**src/rtl/bus_slave_router.sv**
```systemverilog
// 1-to-4 address decoder/router downstream of the bus arbitrator.
// Terminates unmapped or hung accesses with an error response and keeps sticky error state.
module bus_slave_router #(
    parameter logic [31:0] S0_BASE  = 32'h0000_0000,
    parameter logic [31:0] S0_MASK  = 32'hF000_0000,
    parameter logic [31:0] S1_BASE  = 32'h2000_0000,
    parameter logic [31:0] S1_MASK  = 32'hF000_0000,
    parameter logic [31:0] S2_BASE  = 32'h8000_0000,
    parameter logic [31:0] S2_MASK  = 32'hF000_0000,
    parameter logic [31:0] S3_BASE  = 32'h9000_0000,
    parameter logic [31:0] S3_MASK  = 32'hF000_0000,
    parameter int          TIMEOUT  = 255,
    parameter logic [31:0] ERR_DATA = 32'h0000_0000
) (
    input  logic        clk,
    input  logic        rst,
    input  logic [31:0] a,
    input  logic [31:0] d,
    input  logic        we,
    input  logic        rd,
    output logic [31:0] spo,
    output logic        ready,
    output logic [31:0] s_a,
    output logic [31:0] s_d,
    output logic [3:0]  s_we,
    output logic [3:0]  s_rd,
    input  logic [31:0] s_spo0,
    input  logic [31:0] s_spo1,
    input  logic [31:0] s_spo2,
    input  logic [31:0] s_spo3,
    input  logic [3:0]  s_ready,
    input  logic        err_clr,
    output logic        err_valid,
    output logic        err_ovf,
    output logic [31:0] err_addr,
    output logic        err_we,
    output logic        irq
);
    typedef enum logic [1:0] {IDLE, ACTIVE, ERR, HOLD} state_t;

    localparam logic [15:0] CNT_LAST = 16'(TIMEOUT - 1);

    state_t      state, state_nx;
    logic [1:0]  sel, sel_nx;
    logic [15:0] cnt, cnt_nx;
    logic        req;
    logic [3:0]  hit;
    logic [3:0]  sel_oh;
    logic [31:0] sel_spo;
    logic        timeout_hit;
    logic        err_event;

    assign s_a = a;
    assign s_d = d;
    assign irq = err_valid;
    assign req = rd | we;

    assign hit[0] = (a & S0_MASK) == S0_BASE;
    assign hit[1] = (a & S1_MASK) == S1_BASE;
    assign hit[2] = (a & S2_MASK) == S2_BASE;
    assign hit[3] = (a & S3_MASK) == S3_BASE;

    assign sel_oh      = 4'b0001 << sel;
    assign timeout_hit = (cnt == CNT_LAST);

    always_comb begin
        case (sel)
            2'd0:    sel_spo = s_spo0;
            2'd1:    sel_spo = s_spo1;
            2'd2:    sel_spo = s_spo2;
            default: sel_spo = s_spo3;
        endcase
    end

    always_comb begin
        state_nx  = state;
        sel_nx    = sel;
        cnt_nx    = cnt;
        s_rd      = 4'b0;
        s_we      = 4'b0;
        ready     = 1'b0;
        spo       = 32'h0;
        err_event = 1'b0;
        case (state)
            IDLE: begin
                if (req) begin
                    if (|hit) begin
                        state_nx = ACTIVE;
                        cnt_nx   = 16'h0;
                        // lowest index wins when regions overlap
                        if (hit[0])      sel_nx = 2'd0;
                        else if (hit[1]) sel_nx = 2'd1;
                        else if (hit[2]) sel_nx = 2'd2;
                        else             sel_nx = 2'd3;
                    end else begin
                        state_nx = ERR;
                    end
                end
            end
            ACTIVE: begin
                cnt_nx = cnt + 16'd1;
                if (!req) begin
                    state_nx = IDLE;
                end else if (s_ready[sel] || !timeout_hit) begin
                    // rd together with we is a write
                    s_rd = sel_oh & {4{rd & ~we}};
                    s_we = sel_oh & {4{we}};
                    if (s_ready[sel]) begin
                        ready    = 1'b1;
                        spo      = sel_spo;
                        state_nx = HOLD;
                    end
                end else begin
                    ready     = 1'b1;
                    spo       = ERR_DATA;
                    err_event = 1'b1;
                    state_nx  = HOLD;
                end
            end
            ERR: begin
                ready     = 1'b1;
                spo       = ERR_DATA;
                err_event = 1'b1;
                state_nx  = HOLD;
            end
            HOLD: begin
                // wait for the master to release so the same access is not reissued
                if (!req) state_nx = IDLE;
            end
            default: state_nx = IDLE;
        endcase
    end

    always_ff @(posedge clk) begin
        if (rst) begin
            state <= IDLE;
            sel   <= 2'd0;
            cnt   <= 16'h0;
        end else begin
            state <= state_nx;
            sel   <= sel_nx;
            cnt   <= cnt_nx;
        end
    end

    // a new error in the same cycle as err_clr becomes the first error
    always_ff @(posedge clk) begin
        if (rst) begin
            err_valid <= 1'b0;
            err_ovf   <= 1'b0;
            err_addr  <= 32'h0;
            err_we    <= 1'b0;
        end else if (err_event) begin
            if (!err_valid || err_clr) begin
                err_valid <= 1'b1;
                err_ovf   <= 1'b0;
                err_addr  <= a;
                err_we    <= we;
            end else begin
                err_ovf <= 1'b1;
            end
        end else if (err_clr) begin
            err_valid <= 1'b0;
            err_ovf   <= 1'b0;
            err_addr  <= 32'h0;
            err_we    <= 1'b0;
        end
    end
endmodule
```
**config.mk**
```make
export PLATFORM = sky130hd
export DESIGN_NAME = bus_slave_router
export DESIGN_NICKNAME = d
export VERILOG_FILES = /design/src/rtl/bus_slave_router.sv
export SDC_FILE = /design/constraint.sdc
export NUM_CORES = 1
export LEC_CHECK = 0
export CAP_MARGIN = 20
export CORE_AREA = 3 3 130 132
export DETAILED_ROUTE_END_ITERATION = 10
export DIE_AREA = 0 0 133 135
export PLACE_DENSITY = 0.72
export SKIP_LAST_GASP = 1
export SLEW_MARGIN = 25
export SYNTH_ARGS = -nofsm -noshare
export SYNTH_HDL_FRONTEND = slang
export SYNTH_SLANG_ARGS = --single-unit
```
**constraint.sdc**
```tcl
create_clock -name clk -period 2.6 [get_ports clk]
set_input_delay 0.52 -clock clk [delete_from_list [all_inputs] [get_ports clk]]
set_output_delay 0.52 -clock clk [all_outputs]
set_load 0.05 [all_outputs]
```
==> impl_metrics.yaml <==
critical_path:
  crit_arrival_ps: 1940
  crit_path_end_kind: "output pin"
  r2r_start: "state[1]"
  reg2reg_slack_ps: 260
  crit_path_max_fanout: 4
  cp-start-kind: "input pin"
  r2r-end: "err_addr[7]"
  critPathKind: "input pin to output pin"
  cp.required_ps: 2080
  worstSetupStartpoint: "s_ready[3]"
  reg2reg_depth: 7
grt:
  overflow: 0
  grt_first_pass_wirelength_um: 23160
  grt_pass1_vias: 4073
  antenna_found_initial: 2
  track_usage_pct: 16.56
  grt_max_degree: 35
logic_synthesis:
  synth_area_per_cell_um2: 10.03
  synth_compound_area_share_pct: 11.95
  synth_area_leader_cell: "dfxtp_1"
  ys_seq_elements: 55
  synth.most_common_cell: "buf_4"
  synth_top_family_by_area: "multiplexers"
  synth.distinct_cells: 45
  synthMuxAreaShare_pct: 20.32
  syn_inst: 377
  synth-xor-area-share_pct: 3.012
  synth_warnings: 0
  synth.area.top_cells: "dfxtp_1 29%, mux4_2 20%, buf_4 13%"
  synth_adder_area_share_pct: 1.986
  synth_edf_count: 0
  synth_seq_area_share_pct: 29.13
  async_flop_share_pct: 0
  syn-num-nets: 584
  synth_top_area_share_pct: 29.13
  synth_flop_cell: "dfxtp_1"
  synth_common_cells: "66 x buf_4, 55 x dfxtp_1, 34 x and3_1, 33 x a22o_1, 33 x mux4_2"
  synth_area_mm2: 0.003780
  yosys.area_share.simple_pct: 16.32
final_layout:
  area_delta_synth_final_pct: 85.87
  fillCellCount: 1411
  utilization_pct: 44.39
  nNetsFinal: 798
  stdcell_area_mm2: 0.007025
  drive_gt1_share_pct: 26.18
die:
  die_h_um: 135
  die_area_mm2: 0.01796
  core_area_mm2: 0.01583
  start_util_pct: 23.88
  ios: 342
  num_rows: 46
  die_x_um: 133
routing:
  num_vias: 3807
  ant_nets: 0
  wl_um: 15590
  avgViaCountPerCell: 4.700
  first_iter_violations: 140
  drtPass1Iterations: 4
  drc: 0
  wl_per_cell_um: 19.24
clock_tree:
  cts_tree: "done"
  cts_buffer_depth: 2
  cts_max_level: 2
  clk_pin_slew_ps: 60
  cts_root_buffer: "clkbuf_16"
  clock_latency_ps: 290
  numClockSinks: 55
  numCtsBuffers: 5
timing:
  maxSlewHeadroom_pct: 37.77
  fin_skew_ps: 8.846
  finalCritPeriodShare_pct: 94.59
  worstMarginPinSlew_ps: 931.1
  fin_tns_setup_ps: 0
  final_max_slew_viol_count: 0
  hold_viol_final: 0
  fin_ws_ps: 140.6
  min_period_ps: 2459
  setup_violations: 0
  fmax_ghz: 0.4066
hold_path:
  hold_class: "flip-flop to flip-flop"
  worst_hold_startpoint: "err_ovf"
  whs_endpoint: "err_ovf"
  whs_path_depth: 2
place:
  io_buffers: 277
  placed_area_mm2: 0.006723
  dp_hpwl_um: 13130
  gp_congestion: 0.8459
  pre_cts_slack_ps: -97.53
power:
  power_uw: 2848
  p_per_area_mw_per_mm2: 405.4
  leakagePower_uw: 0.002704
  vdd_drop_max_mv: 0.2522
flow_run:
  drv_cap: 0
outcome:
  outcome: "completed"
-- cells by family (layout without fill, tap and decap cells) --
logic type	after synthesis	after routing
AO/OA/AOI/OAI	57	57
XOR/XNOR	13	13
adder cells (fa/ha/maj)	6	6
buffers and inverters	99	314
flip-flops	55	55
multiplexers	35	35
other	0	2
AND/OR/NAND/NOR	112	112
-- cell type report --
cell class              count  area (um^2)  share of cell area (%)
clock buffers               5        125.1                   1.781
flip-flops and latches     55         1105                   15.73
diodes                      2        5.005                 0.07124
well taps                 216        270.3                   3.847
multi-input cells         223         2117                   30.13
repair buffers            298         3327                   47.36
inverters                   8        30.03                  0.4274
clock inverters             3        46.29                  0.6589
-- report_power, final --
group / internal, uW / total [uW] / switching, uW
registers: 869 / 889 / 20.3
logic: 595 / 1190 / 592
clock network: 458 / 773 / 315
-- metrics by stage --
stage,hold WS (ps),cells
after floorplan,464.8,377
after global placement,457.3,799
after detailed placement,464.4,799
after CTS,482.8,807
after global routing,490.5,810
final,475.1,810
-- critical path, stage by stage --
cell and delay (ps):
dlygate4sd2_1 250, mux4_2 530, o211ai_1 190, buf_4 210
nor3_4 60, clkbuf_16 180
-- worst max-delay path by stage --
| stage | end | slack [ps] | cells after the start |
|---|---|---|---|
| finish | s_we[0] | 140 | 6 |
| floorplan | s_we[0] | 20 | 3 |
| global route | s_we[0] | -3 | 8 |
| CTS | s_rd[2] | -9 | 6 |
| detailed placement | s_rd[2] | -100 | 6 |
| global placement | s_rd[2] | -90 | 6 |
-- timing repair --
action,in CTS,in global routing
hold buffers,0,0
pin swaps,1,3
setup endpoints to repair,41,41
gates resized for setup,6,24
setup buffers,0,1
-- registers in the layout, summed over array words and instances (netlist names) --
| name | flops |
|---|---|
| state | 2 |
| err_ovf | 1 |
| err_we | 1 |
| err_addr | 32 |
| sel | 2 |
| err_valid | 1 |
| cnt | 16 |
-- metal layers --
layer	vias to the layer above	GRT usage, %	part of all wire (%)
met5	-	0	0
met4	0	4.446	1.5
met3	18	4.508	6.2
met2	166	31.07	56
met1	1858	18.38	36
li1	1765	-	-
-- layout by cell type, fill, tap and decap left out, types with 6 or more instances in the layout --
cell / instances
clkbuf_16: 9
nand4_1: 9
buf_4: 47
nand2_1: 8
dfxtp_1: 52
clkdlybuf4s50_1: 200
inv_1: 7
mux4_2: 33
a22o_1: 33
buf_12: 39
a21oi_1: 7
nor3_1: 7
and3_1: 34
xnor2_1: 7
nor2_1: 26
xor2_1: 6
No activity file was read; power rests on OpenSTA's default activity.
